## config.mk

```make
export PLATFORM = sky130hd
export DESIGN_NAME = clk_div_prog
export DESIGN_NICKNAME = d
export VERILOG_FILES = /design/src/rtl/clk_div_pkg.sv /design/src/rtl/clk_div_duty.sv /design/src/rtl/clk_div_prog.sv
export SDC_FILE = /design/constraint.sdc
export NUM_CORES = 1
export LEC_CHECK = 0
export ABC_AREA = 1
export BUFFER_PORTS_ARGS = -buffer_cell sky130_fd_sc_hd__buf_2
export CORE_MARGIN = 5
export CORE_UTILIZATION = 55
export DETAILED_ROUTE_END_ITERATION = 12
export GPL_TIMING_DRIVEN = 0
export PLACE_DENSITY = 0.75
export SYNTH_ARGS = -nofsm -noshare
export SYNTH_HDL_FRONTEND = slang
export SYNTH_SLANG_ARGS = --single-unit
```

## constraint.sdc

```tcl
create_clock -name clk -period 9.54 [get_ports clk]
set_clock_uncertainty 0.15 [all_clocks]
set_input_delay 0.477 -clock clk [delete_from_list [all_inputs] [get_ports clk]]
set_output_delay 0.477 -clock clk [all_outputs]
set_load 0.02 [all_outputs]
```

## src/rtl/clk_div_pkg.sv

```systemverilog
// Shared types and helpers for the programmable clock divider.
package clk_div_pkg;

  typedef enum logic [1:0] {
    IDLE  = 2'd0,
    RUN   = 2'd1,
    DRAIN = 2'd2
  } state_e;

  localparam int unsigned MIN_DIV = 2;

  // Only the lower bound needs checking; the upper bound is the port width.
  function automatic logic div_legal(input logic [63:0] value);
    return value >= 64'(MIN_DIV);
  endfunction

endpackage

```

## src/rtl/clk_div_duty.sv

```systemverilog
// 50% duty generation: registered high phase plus a half-cycle extension for odd divisors.
module clk_div_duty
  import clk_div_pkg::*;
#(
  parameter int WIDTH = 30
) (
  input  logic             clk_i,
  input  logic             reset_i,
  input  state_e           state_d_i,
  input  state_e           state_q_i,
  input  logic [WIDTH-1:0] cnt_d_i,
  input  logic [WIDTH-1:0] cur_div_d_i,
  input  logic [WIDTH-1:0] cur_div_q_i,
  output logic             clk_out_o
);

  logic pos_hi_d;
  logic pos_hi_q;
  logic neg_hi_q;

  // Computed from next-state values so pos_hi_q lines up with cnt_q and tick.
  assign pos_hi_d = (state_d_i != IDLE) && (cnt_d_i < (cur_div_d_i >> 1));

  always_ff @(posedge clk_i) begin
    if (reset_i) begin
      pos_hi_q <= 1'b0;
    end else begin
      pos_hi_q <= pos_hi_d;
    end
  end

  always_ff @(negedge clk_i) begin
    if (reset_i) begin
      neg_hi_q <= 1'b0;
    end else begin
      neg_hi_q <= pos_hi_q;
    end
  end

  // Gating on state keeps the output low right after reset, before neg_hi clears.
  assign clk_out_o = (state_q_i != IDLE) & (pos_hi_q | (cur_div_q_i[0] & neg_hi_q));

endmodule

```

## src/rtl/clk_div_prog.sv

```systemverilog
// Runtime-programmable integer divider: control FSM, period counter and divisor staging.
//
//   state | meaning
//   IDLE  | stopped, cnt held at 0, clk_out low
//   RUN   | counting periods 0..cur_div-1
//   DRAIN | enable dropped; finishing the current period, then IDLE
module clk_div_prog
  import clk_div_pkg::*;
#(
  parameter int          WIDTH       = 30,
  parameter int unsigned DEFAULT_DIV = 2000001
) (
  input  logic             clk,
  input  logic             reset,
  input  logic             enable,
  input  logic [WIDTH-1:0] div_in,
  input  logic             div_load,
  output logic             div_busy,
  output logic             div_err,
  output logic             clk_out,
  output logic             tick,
  output logic             running,
  output logic [WIDTH-1:0] cur_div
);

  localparam logic [WIDTH-1:0] DEF_DIV = WIDTH'(DEFAULT_DIV);

  state_e           state_q, state_d;
  logic [WIDTH-1:0] cnt_q, cnt_d;
  logic [WIDTH-1:0] cur_div_q, cur_div_d;
  logic [WIDTH-1:0] pend_div_q, pend_div_d;
  logic             pend_valid_q, pend_valid_d;
  logic             div_err_q, div_err_d;
  logic             load_ok;
  logic             boundary;

  assign load_ok   = div_load && div_legal(64'(div_in));
  assign div_err_d = div_load && !div_legal(64'(div_in));
  assign boundary  = (state_q != IDLE) && (cnt_q == cur_div_q - WIDTH'(1));

  always_comb begin
    state_d      = state_q;
    cnt_d        = cnt_q;
    cur_div_d    = cur_div_q;
    pend_div_d   = pend_div_q;
    pend_valid_d = pend_valid_q;

    case (state_q)
      IDLE: begin
        if (load_ok) cur_div_d = div_in;
        if (enable) state_d = RUN;
      end
      RUN: begin
        if (!enable) state_d = DRAIN;
      end
      DRAIN: begin
        if (enable) state_d = RUN;
        else if (boundary) state_d = IDLE;
      end
      default: state_d = IDLE;
    endcase

    if (state_q == IDLE) begin
      cnt_d = '0;
    end else begin
      cnt_d = boundary ? '0 : cnt_q + WIDTH'(1);
      // The boundary consumes the older pending value; a coincident load waits a period.
      if (boundary && pend_valid_q) begin
        cur_div_d    = pend_div_q;
        pend_valid_d = 1'b0;
      end
      if (load_ok) begin
        pend_div_d   = div_in;
        pend_valid_d = 1'b1;
      end
    end
  end

  always_ff @(posedge clk) begin
    if (reset) begin
      state_q      <= IDLE;
      cnt_q        <= '0;
      cur_div_q    <= DEF_DIV;
      pend_div_q   <= '0;
      pend_valid_q <= 1'b0;
      div_err_q    <= 1'b0;
    end else begin
      state_q      <= state_d;
      cnt_q        <= cnt_d;
      cur_div_q    <= cur_div_d;
      pend_div_q   <= pend_div_d;
      pend_valid_q <= pend_valid_d;
      div_err_q    <= div_err_d;
    end
  end

  clk_div_duty #(
    .WIDTH(WIDTH)
  ) u_duty (
    .clk_i       (clk),
    .reset_i     (reset),
    .state_d_i   (state_d),
    .state_q_i   (state_q),
    .cnt_d_i     (cnt_d),
    .cur_div_d_i (cur_div_d),
    .cur_div_q_i (cur_div_q),
    .clk_out_o   (clk_out)
  );

  assign running  = (state_q != IDLE);
  assign tick     = running && (cnt_q == '0);
  assign div_busy = pend_valid_q;
  assign div_err  = div_err_q;
  assign cur_div  = cur_div_q;

endmodule

```

==> results.md, run 1 <==
- Worst R2R Start: u_duty.pos_hi_q
- CTS Buf Count: 9
- Register bit total from synthesis: 96
- Clock tree from TritonCTS: built
- Root buf cell: clkbuf_16
- Worst Reg-to-Reg Cells: 2
- Pins Over Slew Limit: 0
- Logic pwr share: 19.3%
- DRT iter0 DRCs: 543
- Net count after synthesis: 1117
- Sequential share of power: 44.2%
- H-tree levels: 3
- Vias per inst: 5.55
- Net Sw Frac: 30.6%
- Post-Synth XOR/XNOR Area: 6.34%
- Diodes inserted: 0
- Total wire length: 21000 um
- Hold Crit Class: primary input to register
- Pin count of the biggest net entering global routing: 15
- Die W: 121 um
- Area share of the largest cell type after synthesis: 28.5%
- Post-CTS Hold Buffers: 0
- Clk_lat worst skew: 0.34 ns
- Clock slew at reported path FFs: 0.06 ns
- Pre-CTS WS: 2.85 ns
- Hold Startpoint: div_load
- Setup Buffers After CTS: 0
- Top Layer Used: met4
- Status: finished, final reports clean
- Total negative setup slack: 0 ns
- Power density cells: 131 mW/mm2
- Max clock buf depth: 2
- Slew @ Worst Pin: 0.728 ns
- Mux contribution to synthesized area: 0%
- Post-synth EDFFs: 0
- Fraction of the mapped netlist area in compound gates: 9.69%
- Final nets: 1196
- WS Path Type: register to output pin
- Syn Area/Cell: 6.42 um2
- Unique cell type count in the Yosys netlist: 43
- Starting density of the core: 56.2%
- First-pass GRT wire length: 33300 um
- Critical Path AT: 5.90 ns
- Clock share of power: 36.4%
- Hold Path End: div_err
- Final antenna-violating net count: 0
- Met3 wire length: 1620 um
- Drc violations: 0
- Area of the core: 0.0120 mm2
- Row count: 40
- GRT Resource Usage Total: 29.0%
- Static Leak: 0.00329 uW
- Reg2reg setup slack: 4.15 ns
- Total gr overflow: 0
- Max cap viols: 0
- Die area: 0.0146 mm2
- Async S/R FF share, synth: 0%
- Final Hold Fails: 0
- Post-CTS Resized: 0
- Antenna violations before repair: 0
- Post-synthesis cell area: 0.00675 mm2
- Yosys warns: 0
- Vias in the first global route: 6586
- CP endpoint kind: output pin
- Area delta synth->final: 12.0%
- Slew margin rel.: 51.5%
- Ys flop type: dfxtp_1
- RSZ-0062 raised after global routing: false
- Final Power: 991 uW
- Post-route worst setup slack: 3.02 ns
- Reg-to-reg endpoint: u_duty.neg_hi_q
- Wirelength per Cell: 16.4 um
- Final Cell Area: 0.00757 mm2
- DIE HEIGHT: 121 um
- Layout cells sized above 1: 12.8%
- Post-place instance area: 0.00728 mm2
- Worst Path Required: 8.91 ns
- DRT Pass-1 Iters: 5
- Peak VDD IR: 0.000120 V
- Sequential-to-total area share from yosys stat: 28.5%
- Number of cells produced by synthesis: 1052
- Combinational family with the most area after synthesis: simple AND/OR/NAND/NOR gates
- IO Port Bufs: 68
- Routed metal-1 wire length: 9500 um
- Internal: 688 uW
- Sw Pwr: 303 uW
- Detailed-route via count: 7117
- Yosys top cell by area: dfxtp_1
- Worst Path Max Fanout: 1
- Met2 wirelength from detailed routing: 9320 um
- RePlAce Congestion: 0.967
- TritonCTS Sinks: 96
- Hpwl dp: 17200 um
- Largest cells by area after synthesis: dfxtp_1 28%, nand2_1 14%, nor2_1 8.4%, nand3_1 6.7%, ha_1 5.7%
- Top Ports: 69
- # setup viols final: 0
- Hold Path Depth: 3
- Worst setup path startpoint: u_duty.neg_hi_q
- Post-Synth Simple-Gate Area: 41.7%
- Setup crit start kind: register
- Post-synthesis adder-cell area fraction: 5.74%
==> layer usage <==
layer  vias to the layer above  global-route usage [%]
met2                       265                    45.9
met3                        44                    3.84
li1                       3604                       -
met5                         -                       0
met1                      3204                    40.5
met4                         0                    10.1
==> power by group through the flow <==
| stage | Sequential, uW | Combinational, uW | Clock, uW |
|---|---|---|---|
| floorplan | 449 | 122 | 1.31 |
| global placement | 446 | 186 | 1.31 |
| detailed placement | 446 | 189 | 1.31 |
| CTS | 437 | 190 | 361 |
| global route | 439 | 215 | 379 |
| finish | 438 | 192 | 361 |
==> cell usage after synthesis (2+ instances only) <==
library cell and instances:
dfxtp_1 96, clkbuf_1 36, nand4_1 24, o211ai_1 2, inv_2 7, a211oi_1 3
a21oi_1 44, nor2_4 5, a21oi_2 9, buf_2 3, nand2_1 243, ha_1 31
o21ai_1 3, o21ai_0 52, nor3_1 39, nor2_1 152, xor2_1 33, nand3_1 91
nor2_8 2, nor2_2 13, nand3b_1 7, nand3_2 6, o21ai_2 2, nand2_2 7
or2_2 2, nand2_4 2, nor4_1 16, xnor2_1 14, buf_1 2, inv_1 93
==> layout by cell type, fill, tap and decap left out, types with 38 or more instances in the layout <==
cell type  netlist  final
dfxtp_1         96     96
inv_1           93     93
buf_2            3     71
clkbuf_1        36     38
nand2_1        243    243
a21oi_1         44     44
o21ai_0         52     52
nor2_1         152    152
nor3_1          39     39
nand3_1         91     91
==> worst max-delay path: stages, from the launching register on <==
cell and delay [ns]:
dfxtp_1 0.30, nand2_1 0.05, a21oi_1 0.17, buf_2 0.20
==> state kept, by name, indices dropped and copies added (netlist names) <==
| name | flops |
|---|---|
| state_q | 2 |
| div_err | 1 |
| cnt_q | 30 |
| pend_div_q | 30 |
| cur_div | 30 |
| div_busy | 1 |
| u_duty.pos_hi_q | 1 |
| u_duty.neg_hi_q | 1 |
==> cell families (layout without fill, tap and decap cells) <==
| kind of cell | after synthesis | in the layout |
|---|---|---|
| adder cells (fa/ha/maj) | 31 | 31 |
| AO/OA/AOI/OAI | 118 | 118 |
| buffers and inverters | 143 | 226 |
| flip-flops | 96 | 96 |
| XOR/XNOR | 48 | 48 |
| AND/OR/NAND/NOR | 616 | 616 |
==> stage by stage <==
stage	util [%]	cells	hold slack (ns)
finish	63.0	1282	0.231
floorplan	-	1052	0.279
detailed placement	60.6	1267	0.296
global route	63.0	1282	0.229
global placement	60.6	1267	0.291
CTS	63.0	1282	0.229
==> final cells by class <==
| type | count | area [um2] |
|---|---|---|
| Buffer | 42 | 169 |
| Clock buffer | 12 | 246 |
| Clock inverter | 4 | 46.3 |
| Fill cell | 1176 | 4450 |
| Inverter | 100 | 375 |
| Multi-Input combinational cell | 813 | 4280 |
| Sequential cell | 96 | 1920 |
| Tap cell | 147 | 184 |
| Timing Repair Buffer | 68 | 340 |
==> how the worst max path moves through the flow <==
stage | endpoint | slack [ns] | depth (start not counted)
after floorplan | u_duty.neg_hi_q | 3.41 | 3
after global placement | u_duty.neg_hi_q | 2.85 | 4
after detailed placement | u_duty.neg_hi_q | 2.85 | 4
after CTS | clk_out | 3.03 | 3
after global routing | clk_out | 2.98 | 3
final | clk_out | 3.02 | 3
(Power assumes the default switching activity.)
==> run 2, diff against run 1 <==
- CORE_UTILIZATION: 55 -> 54
- PLACE_DENSITY: 0.75 -> 0.77
- clock period: 9.54 -> 5.8 ns (I/O delays scaled with it)
==> run 2 against run 1 <==
  * Sequential power up 65%
  * Non-clock buffer count unchanged
  * Combinational power up 65%
  * Cell area up 0.69%
  * Via count increased by 0.81%
  * First-iteration DRC count grew 2.8%
  * Routed wire length increased by 0.30%
  * Largest cell class unchanged
==> results.md, run 2 (synthesized netlist as in run 1, its figures left out) <==
- Critical Path AT: 4.97 ns
- Sequential share of power: 43.0%
- Met2 GRT Util: 46.4%
- Diodes inserted: 0
- Post-CTS Hold Buffers: 0
- Clock slew at reported path FFs: 0.07 ns
- Root buf cell: clkbuf_16
- Final Hold Fails: 0
- Area delta synth->final: 12.8%
- # setup viols final: 0
- Drc violations: 0
- Final nets: 1196
- Max clock buf depth: 2
- Slew margin rel.: 50.8%
- Clock share of power: 38.1%
- Sw Pwr: 497 uW
- DRT iter0 DRCs: 558
- DIE HEIGHT: 122 um
- Hpwl dp: 17100 um
- GR met1 Demand/Resource: 40.1%
- CP peak stage delay: 0.39 ns
- Net Sw Frac: 29.7%
- Critical-path top delay cell: clkbuf_1
- Setup crit start kind: register
- Die W: 122 um
- Placed insts: 1288
- Tmin final: 4.85 ns
- Detailed-route via count: 7175
- H-tree levels: 3
- Internal: 1180 uW
- Layout cells sized above 1: 12.8%
- WS Path Type: register to register
- Top Ports: 69
- Pin count of the biggest net entering global routing: 15
- Final antenna-violating net count: 0
- Tcrit/Tclk final: 83.7%
- Area of the core: 0.0121 mm2
- Total wire length: 21000 um
- Most frequent CP cell: nor2_1
- Hold Slack: 0.0460 ns
- CP endpoint kind: register
- Fmax: 0.206 GHz
- Pins Over Slew Limit: 0
- Post-CTS Resized: 0
- Clock tree from TritonCTS: built
- Most common cell after layout, fill and taps aside: nand2_1
- Row count: 40
- Setup Buffers After CTS: 0
- RePlAce Congestion: 0.974
- Area of the multi-input gates: 0.00428 mm2
- Filler cells: 1199
- Status: finished, final reports clean
- Vias in the first global route: 6714
- Final Power: 1670 uW
- GRT Resource Usage Total: 29.1%
- RSZ-0062 raised after global routing: false
- M3 GR Usage: 4.41%
- Peak VDD IR: 0.000178 V
- FF/Latch Area: 0.00192 mm2
- Antenna violations before repair: 0
- Post-Layout Cell Count: 1304
- Logic pwr share: 18.9%
- Most frequent cells in the layout: 243 x nand2_1, 152 x nor2_1, 96 x dfxtp_1
- Slew @ Worst Pin: 0.738 ns
- Total gr overflow: 0
- Wirelength per Cell: 16.1 um
- Worst Path Required: 5.92 ns
- Hold Crit Class: primary input to register
- TritonCTS Sinks: 96
- Starting density of the core: 55.8%
- Static Leak: 0.00331 uW
- First-pass GRT wire length: 34100 um
- Total negative setup slack: 0 ns
- Die area: 0.0148 mm2
- Gr busiest metal: met2
- Power density cells: 220 mW/mm2
- Worst Path Max Fanout: 10
- Vias per inst: 5.50
- CTS Buf Count: 9
- Clk_lat worst skew: 0.34 ns
- DRT Pass-1 Iters: 5
- IO Port Bufs: 68
- Max cap viols: 0
[run 2: cell count changes in the layout (fill, tap and decap cells not counted)]
cell        previous run  this run
clkinvlp_4             1         0
clkbuf_1              38        39
bufinv_16              1         2
[run 2: area by class of cell]
cell class              count  area share [%]
clock buffers              13            3.28
multi-input cells         813            56.2
clock inverters             4           0.903
plain buffers              42            2.22
flip-flops and latches     96            25.2
inverters                 100            4.93
repair buffers             68            4.47
well taps                 168            2.76
[run 2: stage by stage]
stage / utilization, % / instance area (um2) / setup slack, ns
6_report: 62.9 / 7620 / 0.948
5_1_grt: 62.9 / 7620 / 0.583
4_1_cts: 62.9 / 7620 / 1.05
3_5_place_dp: 60.3 / 7300 / 1.11
3_3_place_gp: 60.3 / 7300 / 1.10
2_1_floorplan: - / 6750 / 1.73
[run 2: final timing paths]
path	endpoint	cells past startpoint	from	slack, ns
min reg2reg	pend_div_q[8]	2	pend_div_q[8]	0.31
max	u_duty.pos_hi_q	26	cur_div[0]	0.95
min	div_err	3	div_load	0.05
max reg2reg	u_duty.pos_hi_q	26	cur_div[0]	0.95
[run 2: power by group through the flow]
stage                     logic, uW  registers (uW)  clock network [uW]
after floorplan                 201             738                2.16
after global placement          306             734                2.16
after detailed placement        311             734                2.16
after CTS                       313             719                 639
after global routing            354             723                 675
final                           316             721                 638
[run 2: metal layers]
layer	vias to the layer above	part of all wire [%]
li1	3587	-
met1	3257	45
met2	293	45
met3	38	7.6
met4	0	2.3
met5	-	0
[run 2: critical path: cells and delay by family, from the launching register on]
family / cells / cell delay (ns)
adder cells (fa/ha/maj): 2 / 0.67
buffers and inverters: 3 / 0.83
AND/OR/NAND/NOR: 17 / 2.22
AO/OA/AOI/OAI: 4 / 0.54
flip-flops: 1 / 0.36
